==> config.mk <==
export PLATFORM = sky130hd
export DESIGN_NAME = fft64_feeder
export DESIGN_NICKNAME = d
export VERILOG_FILES = /design/src/rtl/fft64_pkg.sv /design/src/rtl/fft64_frame_bank.sv /design/src/rtl/fft64_feeder.sv
export SDC_FILE = /design/constraint.sdc
export NUM_CORES = 2
export LEC_CHECK = 0
export ABC_AREA = 1
export CAP_MARGIN = 20
export CORE_ASPECT_RATIO = 1.1
export CORE_MARGIN = 2
export CORE_UTILIZATION = 45
export DETAILED_ROUTE_END_ITERATION = 12
export SLEW_MARGIN = 20
export SYNTH_ARGS = -nofsm -noshare
export SYNTH_HDL_FRONTEND = slang
export SYNTH_SLANG_ARGS = --single-unit
==> constraint.sdc <==
create_clock -name clk -period 2.6 [get_ports clk]
set_clock_uncertainty 0.1 [all_clocks]
set_input_delay 0.52 -clock clk [delete_from_list [all_inputs] [get_ports clk]]
set_output_delay 0.52 -clock clk [all_outputs]
set_load 0.005 [all_outputs]
==> src/rtl/fft64_pkg.sv <==
// rtl/fft64_pkg.sv - shared constants and types for the fft64 frame feeder
package fft64_pkg;

  localparam int DATA_W    = 10;
  localparam int FRAME_LEN = 64;
  localparam int ADDR_W    = 6;

  // Saturating negate: the most negative code has no positive twin,
  // so it maps to the largest positive code instead of wrapping.
  localparam logic [DATA_W-1:0] NEG_MIN = {1'b1, {(DATA_W-1){1'b0}}};
  localparam logic [DATA_W-1:0] NEG_SAT = {1'b0, {(DATA_W-1){1'b1}}};

  typedef enum logic [1:0] {
    RD_IDLE = 2'd0,
    RD_SEND = 2'd1,
    RD_GAP  = 2'd2
  } rd_state_t;

endpackage

==> src/rtl/fft64_frame_bank.sv <==
// rtl/fft64_frame_bank.sv - one frame of sample storage, sync write and sync read
module fft64_frame_bank #(
  parameter int WIDTH = 20,
  parameter int DEPTH = 64,
  parameter int AW    = 6
) (
  input  logic             clk,
  input  logic             wr_en,
  input  logic [AW-1:0]    wr_addr,
  input  logic [WIDTH-1:0] wr_data,
  input  logic             rd_en,
  input  logic [AW-1:0]    rd_addr,
  output logic [WIDTH-1:0] rd_data
);

  logic [WIDTH-1:0] mem [DEPTH];

  // Plain RAM behaviour: contents are not reset, read data is registered.
  always_ff @(posedge clk) begin
    if (wr_en) begin
      mem[wr_addr] <= wr_data;
    end
    if (rd_en) begin
      rd_data <= mem[rd_addr];
    end
  end

endmodule

==> src/rtl/fft64_feeder.sv <==
// rtl/fft64_feeder.sv - ping-pong buffer that turns a sample stream into gapped fft64 frames
module fft64_feeder #(
  parameter int DATA_W    = fft64_pkg::DATA_W,
  parameter int FRAME_LEN = fft64_pkg::FRAME_LEN,
  parameter int MIN_GAP   = 2
) (
  input  logic              clk,
  input  logic              rst,
  input  logic [DATA_W-1:0] s_re,
  input  logic [DATA_W-1:0] s_im,
  input  logic              s_valid,
  output logic              s_ready,
  input  logic              conj_en,
  input  logic              flush,
  output logic [DATA_W-1:0] m_re,
  output logic [DATA_W-1:0] m_im,
  output logic              m_valid,
  output logic              frame_start,
  output logic              overflow
);

  import fft64_pkg::*;

  localparam logic [ADDR_W-1:0] LAST_ADDR = ADDR_W'(FRAME_LEN - 1);
  localparam int                GAP_W     = (MIN_GAP > 1) ? $clog2(MIN_GAP) : 1;
  localparam logic [GAP_W-1:0]  GAP_LAST  = GAP_W'(MIN_GAP - 1);
  localparam logic [DATA_W-1:0] IM_MIN    = {1'b1, {(DATA_W-1){1'b0}}};
  localparam logic [DATA_W-1:0] IM_MAX    = {1'b0, {(DATA_W-1){1'b1}}};

  // write side
  logic              run_q;
  logic [1:0]        full_q;
  logic              wr_bank_q;
  logic [ADDR_W-1:0] wr_ptr_q;
  logic              accept;
  logic              store;
  logic              wr_last;
  logic [DATA_W-1:0] im_store;
  logic [1:0]        set_mask;
  logic [1:0]        clr_mask;

  // read side
  rd_state_t         state_q, state_d;
  logic              rd_bank_q;
  logic [ADDR_W-1:0] rd_ptr_q;
  logic [GAP_W-1:0]  gap_q;
  logic              rd_go;
  logic              release_bank;

  // output stage
  logic              m_valid_q;
  logic              frame_start_q;
  logic              out_bank_q;
  logic              overflow_q;
  logic [2*DATA_W-1:0] rd_data [2];
  logic [2*DATA_W-1:0] out_word;

  // run_q keeps s_ready low during reset and for the edge that leaves it.
  assign s_ready = run_q & ~full_q[wr_bank_q];
  assign accept  = s_valid & s_ready;
  assign store   = accept & ~flush;
  assign wr_last = store & (wr_ptr_q == LAST_ADDR);

  assign im_store = !conj_en       ? s_im   :
                    (s_im == IM_MIN) ? IM_MAX : -s_im;

  // A completing write and a releasing read never touch the same bank.
  assign set_mask = {wr_last & wr_bank_q, wr_last & ~wr_bank_q};
  assign clr_mask = {release_bank & rd_bank_q, release_bank & ~rd_bank_q};

  // Write pointer, bank select, full flags and the sticky overflow.
  always_ff @(posedge clk or posedge rst) begin
    if (rst) begin
      run_q      <= 1'b0;
      full_q     <= 2'b00;
      wr_bank_q  <= 1'b0;
      wr_ptr_q   <= '0;
      overflow_q <= 1'b0;
    end else begin
      run_q      <= 1'b1;
      full_q     <= (full_q & ~clr_mask) | set_mask;
      overflow_q <= overflow_q | (s_valid & ~s_ready);
      if (flush) begin
        wr_ptr_q <= '0;
      end else if (store) begin
        if (wr_ptr_q == LAST_ADDR) begin
          wr_ptr_q  <= '0;
          wr_bank_q <= ~wr_bank_q;
        end else begin
          wr_ptr_q <= wr_ptr_q + 1'b1;
        end
      end
    end
  end

  // Read FSM next state: wait for a full bank, stream it, then hold off.
  always_comb begin
    state_d      = state_q;
    rd_go        = 1'b0;
    release_bank = 1'b0;
    case (state_q)
      RD_IDLE: begin
        if (full_q[rd_bank_q]) begin
          state_d = RD_SEND;
        end
      end
      RD_SEND: begin
        rd_go = 1'b1;
        if (rd_ptr_q == LAST_ADDR) begin
          release_bank = 1'b1;
          if (MIN_GAP > 0) begin
            state_d = RD_GAP;
          end else if (full_q[~rd_bank_q]) begin
            state_d = RD_SEND;
          end else begin
            state_d = RD_IDLE;
          end
        end
      end
      RD_GAP: begin
        if (gap_q == GAP_LAST) begin
          state_d = full_q[rd_bank_q] ? RD_SEND : RD_IDLE;
        end
      end
      default: state_d = RD_IDLE;
    endcase
  end

  // Read FSM state, read address, bank toggle and gap counter.
  always_ff @(posedge clk or posedge rst) begin
    if (rst) begin
      state_q   <= RD_IDLE;
      rd_bank_q <= 1'b0;
      rd_ptr_q  <= '0;
      gap_q     <= '0;
    end else begin
      state_q <= state_d;
      if (release_bank) begin
        rd_ptr_q  <= '0;
        rd_bank_q <= ~rd_bank_q;
      end else if (rd_go) begin
        rd_ptr_q <= rd_ptr_q + 1'b1;
      end
      if (state_q == RD_GAP) begin
        gap_q <= gap_q + 1'b1;
      end else begin
        gap_q <= '0;
      end
    end
  end

  // Output flags line up with the registered RAM read data.
  always_ff @(posedge clk or posedge rst) begin
    if (rst) begin
      m_valid_q     <= 1'b0;
      frame_start_q <= 1'b0;
      out_bank_q    <= 1'b0;
    end else begin
      m_valid_q     <= rd_go;
      frame_start_q <= rd_go & (rd_ptr_q == '0);
      out_bank_q    <= rd_bank_q;
    end
  end

  for (genvar b = 0; b < 2; b++) begin : g_bank
    fft64_frame_bank #(
      .WIDTH (2*DATA_W),
      .DEPTH (FRAME_LEN),
      .AW    (ADDR_W)
    ) u_bank (
      .clk     (clk),
      .wr_en   (store & (wr_bank_q == 1'(b))),
      .wr_addr (wr_ptr_q),
      .wr_data ({s_re, im_store}),
      .rd_en   (rd_go & (rd_bank_q == 1'(b))),
      .rd_addr (rd_ptr_q),
      .rd_data (rd_data[b])
    );
  end

  assign out_word    = rd_data[out_bank_q];
  assign m_valid     = m_valid_q;
  assign frame_start = frame_start_q;
  assign m_re        = m_valid_q ? out_word[2*DATA_W-1:DATA_W] : '0;
  assign m_im        = m_valid_q ? out_word[DATA_W-1:0]        : '0;
  assign overflow    = overflow_q;

endmodule

After elaboration in Yosys (flattened, before gate mapping)
Memories as Yosys holds them, arrays and structs flattened. A register that Yosys moved wholly into a read port is not among the register bits.
Index checks and enable logic that the tools add are counted.
{ "word_totals": {"n_memories": 2, "ff_bits": 24, "output_inout_bits": 24, "ramBits": 2560} }
{ "mem_list": {"columns": ["memory", "depth", "word_bits", "read_ports", "rd_clocked_by_memory_dff", "wr", "line_no", "rtl"], "rows": [
  ["g_bank[0].u_bank.mem", 64, 20, 1, 1, 1, "fft64_frame_bank.sv:16", "logic [WIDTH-1:0] mem [DEPTH];"],
  ["g_bank[1].u_bank.mem", 64, 20, 1, 1, 1, "fft64_frame_bank.sv:16", null]
]} }
{ "op_classes": {"n_eq_ne": 8, "reduce_logical": 6, "add_sub_neg": 4, "n_bitwise": 24, "muxes": 29, "order_cmp": 3} }
{ "op_table": {"columns": ["operator", "count"], "rows": [
  ["20-bit 2-to-1 mux", 3],
  ["10-bit 2-to-1 mux", 4],
  ["6-bit 2-to-1 mux", 5],
  ["1-bit AND", 14],
  ["1-bit 2-to-1 mux", 13],
  ["6-bit by 1-bit adder with 6-bit output, second input constant", 2],
  ["6-bit == test, second input constant", 2],
  ["10-bit == test, second input constant", 1],
  ["10-bit negation", 1],
  ["6-bit logical NOT", 1],
  ["2-bit 2-to-1 mux", 3],
  ["2-bit inequality test, second input constant", 3],
  ["2-bit one-hot mux with 3 select lines", 1],
  ["3-bit AND reduction", 2],
  ["1-bit inverter", 5],
  ["1-bit by 2-bit < comparator with 1-bit output, second input constant", 2],
  ["2-bit nonzero test", 2],
  ["2-bit AND", 1],
  ["2-bit by 1-bit == test with 1-bit output, second input constant", 1],
  ["2-bit == test, second input constant", 1],
  ["2-bit greater-or-equal comparator, second input constant", 1],
  ["2-bit logical NOT", 1],
  ["1-bit inverter with 2-bit output", 1],
  ["2-bit inverter", 1],
  ["3 further kinds", 3]
]} }

Depth between registers and ports, before layout
{ "logic_depth": {"word_depth": 9, "mapped_depth": 16, "depth_no_buf": 12} }

Hierarchy
From an unflattened synthesis, not the netlist that was laid out.
{ "unflattened": {"cells_unflattened": 9000, "hier_area_um2": 106378.3} }
{ "modules_own_cells": {"columns": ["mod", "cells_per_inst", "area_each_um2", "seq_area_each_um2", "instances"], "rows": [
  ["fft64_frame_bank", 4373, 52323.9, 39037.4, 2],
  ["fft64_feeder", 254, 1730.4, 600.6, 1]
]} }

Worst setup path before layout
No wires, ideal clock.
{ "synth_timing": {"path_type": "input to register", "startpoint": "input s_im[0]", "endpoint": "memory g_bank[0].u_bank.mem[0][8], data pin", "setup_slack_ns": -4.808, "arrival_ns": 6.111, "t_required_ns": 1.303, "cell_stages": 6, "n_path_buf": 0, "path_cell_list": "inv_1 > ha_1 > nand4_1 > or2_2 > o21ai_0 > o21ai_0"} }
{ "synth_between": {"elab_chain_cells": 3, "word_cells_on_any_way": 4} }
{ "synth_rtl": {"columns": ["element", "line_no", "rtl"], "rows": [
  ["from (decl)", "fft64_feeder.sv:10", "input logic [DATA_W-1:0] s_im,"],
  ["10-bit negation or 10-bit == test (tied branches)", "fft64_feeder.sv:65", "(s_im == IM_MIN) ? IM_MAX : -s_im;"],
  ["10-bit 2-to-1 mux *", "fft64_feeder.sv:65", null],
  ["10-bit 2-to-1 mux *", "fft64_feeder.sv:64", "assign im_store = !conj_en ? s_im :"],
  ["net g_bank[0].u_bank.wr_data[8]", "fft64_frame_bank.sv:10", "input logic [WIDTH-1:0] wr_data,"],
  ["to (decl)", "fft64_frame_bank.sv:16", null]
]} }
Mark *: on every way through the listed nets, which the timed path passes. The rest lies on a longest branch.

Worst setup path after layout
{ "layout_timing": {"startpoint": "register out_bank_q", "endpoint": "output m_re[0]"} }
{ "layout_between": {"elab_chain_cells": 5} }
{ "layout_rtl": {"columns": ["element", "line_no", "rtl"], "rows": [
  ["from (decl)", "fft64_feeder.sv:53", "logic out_bank_q;"],
  ["from (signal assigned)", "fft64_feeder.sv:161", "out_bank_q <= rd_bank_q;"],
  ["1-bit inverter with 2-bit output (not written as such)", "fft64_feeder.sv:181", "assign out_word = rd_data[out_bank_q];"],
  ["20-bit 2-to-1 mux (not written as such) (3 in a row)", "fft64_feeder.sv:181", null],
  ["10-bit 2-to-1 mux", "fft64_feeder.sv:184", "assign m_re = m_valid_q ? out_word[2*DATA_W-1:DATA_W] : '0;"],
  ["to (decl)", "fft64_feeder.sv:15", "output logic [DATA_W-1:0] m_re,"]
]} }
No other way between the ends. The select of a mux whose other input is x is not followed.

==> results.toml <==
[run_status]
status = "finished, violations left"
violations = "negative setup slack"

[floorplanning]
core_um2 = 246000
die_h_um = 526
dieArea_um2 = 251000
initial_core_util_pct = 45.2
rows = 191
die_x_um = 478
pin_count = 49

[timing]
fin_crit_sh_pct = 105
worst_pin_slew_ns = 0.912
final_hold_viol_count = 0
fin_crit_ns = 2.72
setup_slack_ns = -0.123
fmax_mhz = 367
drv_slew = 0
setup_tns_ns = -0.694
setup_viol = 15
relSlewSlack_pct = 39.2
grt_setup_unrepaired = "true"

[global_route]
grt.total_usage_pct = 26.0
grt_pass1_vias = 74125
overflow = 0
grt_pass1_wl_um = 484000
antenna_found_initial = 10
grt_max_degree = 93

[cells_and_area]
nNetsFinal = 11102
fill_cells = 20649
fin_util_pct = 54.4
drive_gt1_share_pct = 13.3
fin_cells = 14545
synthToLayoutAreaGrowth_pct = 20.3
final_area_um2 = 134000

[worst_setup_path]
cp.arrival_ns = 2.10
crit_type = "register to primary output"
rrSetupSlack_ns = -0.03
reg2regPathDepth = 13
critPathCapture = "m_re[0]"
crit_fanout = 5
crit_path_end_kind = "primary output"
rr_endpoint = "g_bank[1].u_bank.rd_data[12]"
start_kind = "register"
required_ns = 1.98
cp-startpoint = "out_bank_q"
r2r_start = "rd_ptr_q[0]"

[power_and_ir_drop]
power_density_nw_per_um2 = 643
power_frac_seq_pct = 54.3
p_leak_nw = 53.3
p_switching_w = 0.0173
ir_drop_v = 0.000793
total_power_w = 0.0860
clock_power_share_pct = 44.0
internal_power_w = 0.0687
swShare_pct = 20.1
pwr-share-comb_pct = 1.7

[job]
maxCapViolCount = 0

[synth]
synth_cell_types = 34
synth_warnings = 0
synth.avg_cell_area_um2 = 10.5
ys_seq_area_share_pct = 70.7
syn_area_um2 = 111000
synth_cells = 10581
synth_fp_nets = 10610
synth_seq_cells = 2624

[routing]
dr.pass1.iters = 6
num_vias = 77432
vias_per_cell = 5.32
drt_iter0_drc = 9245
antenna_left = 0
routedWlPerCell_um = 23.3
wirelength_um = 339000
drc = 0

[clock_tree]
clk_latency_ns = 0.96
clk_pin_slew_ns = 0.06
cts_sinks = 2624
clock_path_buffers = 4
numCtsBuffers = 289
cts_root_buffer = "clkbuf_16"
cts_tree = "done"
htreeDepth = 5

[placement]
placed_cell_area_um2 = 122000
gp_congestion = 0.896
post-dp-hpwl_um = 199000
portBuffers = 48
dp_cells = 13977

[hold_path]
hold_path_class = "input port to register"
==> worst min-delay path by stage <==
stage / endpoint / cells past startpoint / from / slack, ns
final: overflow / 3 / s_valid / 0.10
after global routing: overflow / 3 / s_valid / 0.1
after global placement: gap_q / 1 / gap_q / 0.33
after CTS: overflow / 3 / s_valid / 0.06
after floorplan: gap_q / 1 / gap_q / 0.32
after detailed placement: gap_q / 1 / gap_q / 0.34
==> through the flow <==
step / hold slack (ns) / setup slack (ns)
after floorplan: 0.315 / -0.298
after global placement: 0.326 / -0.545
after detailed placement: 0.337 / -0.452
after CTS: 0.0553 / -0.219
after global routing: 0.0964 / -0.178
final: 0.104 / -0.123
==> power groups by stage <==
stage,clock network (W),logic (W),registers [W]
global route,0.0399,0.00156,0.0466
CTS,0.0383,0.00148,0.0467
floorplan,0,0.000307,0.0476
detailed placement,0,0.00147,0.0476
global placement,0,0.00142,0.0476
finish,0.0379,0.00149,0.0467
==> kinds of logic (layout without fill, tap and decap cells) <==
logic type	count (synthesis)	in the layout	synth area share [%]
XOR/XNOR	6	6	0.0472
AND/OR/NAND/NOR	5675	5675	20.6
adder cells (fa/ha/maj)	4	4	0.0450
buffers and inverters	1808	2485	6.51
AO/OA/AOI/OAI	463	463	2.11
flip-flops	2624	2624	70.7
other	1	7	0.00337
==> cell type report <==
type	count	area, um^2	area share, %
multi-input cells	6149	26900	20.1
clock inverters	126	945	0.706
diodes	6	15.0	0.0112
repair inverters	2	27.5	0.0206
well taps	3281	4110	3.07
clock buffers	350	7550	5.64
inverters	1251	4750	3.55
repair buffers	756	10900	8.12
flip-flops and latches	2624	78700	58.8
==> cells in the mapped netlist (all sizes together) <==
library cell,n,area [um^2]
conb,1,3.75
and2,1,6.26
or2,38,238
o211ai,7,52.6
o31ai,1,7.51
o21ai,375,1880
clkinv,2,7.51
nor3,8,40.0
nand4,3,18.8
xor2,6,52.6
nand2,3486,13100
and3,8,50.1
o21bai,1,7.51
ha,4,50.1
a31oi,1,6.26
a21oi,75,375
nand3,1189,5950
nor2,942,3550
o22ai,2,12.5
o2111ai,1,8.76
clkbuf,247,927
edfxtp,2600,78100
buf,310,1620
inv,1249,4690
dfrtp,24,601
==> routing by layer <==
metal  wire, um  vias up  GRT usage [%]
met3      27600      614           3.72
met1     133000    37773           34.4
met2     162000     3393           42.7
li1           -    35648              -
met4      16500        4           11.8
met5         25        -              0
==> state kept, by name (all words and copies together), names as in the netlist <==
name                   count
m_valid                    1
state_q                    2
overflow                   1
gap_q                      1
rd_bank_q                  1
g_bank.u_bank.rd_data     40
rd_ptr_q                   6
wr_ptr_q                   6
g_bank.u_bank.mem       2560
wr_bank_q                  1
full_q                     2
run_q                      1
out_bank_q                 1
frame_start                1
==> cell usage in the layout, fill, tap and decap left out, drive strengths merged, types with 3 or more instances in the layout <==
| cell | n |
|---|---|
| inv | 1255 |
| o21ai | 375 |
| and3 | 8 |
| nor3 | 8 |
| dlygate4sd3 | 11 |
| dfrtp | 24 |
| clkdlybuf4s50 | 15 |
| a21oi | 75 |
| nand3 | 1189 |
| clkinvlp | 6 |
| ha | 4 |
| edfxtp | 2600 |
| nor2 | 942 |
| bufinv | 12 |
| clkbuf | 380 |
| clkinv | 106 |
| nand4 | 3 |
| buf | 696 |
| xor2 | 6 |
| diode | 6 |
| o211ai | 7 |
| nand2 | 3486 |
| or2 | 38 |
==> critical path, stage by stage, from the launching register on <==
cell	delay, ns
dfrtp_2	0.46
buf_6	0.16
buf_8	0.14
buf_6	0.12
o21ai_4	0.14
nor2_4	0.07
buf_2	0.13
==> repair_timing <==
item | CTS | global route
buffers inserted | 15 | 28
endpoints found under the hold margin | 261 | 0
pin swaps | 28 | 39
gates cloned | 10 | 33
setup endpoints to repair | 53 | 112
hold buffers | 11 | 0
resized for setup | 246 | 220
Note: power is estimated with default switching activity, not from simulation.
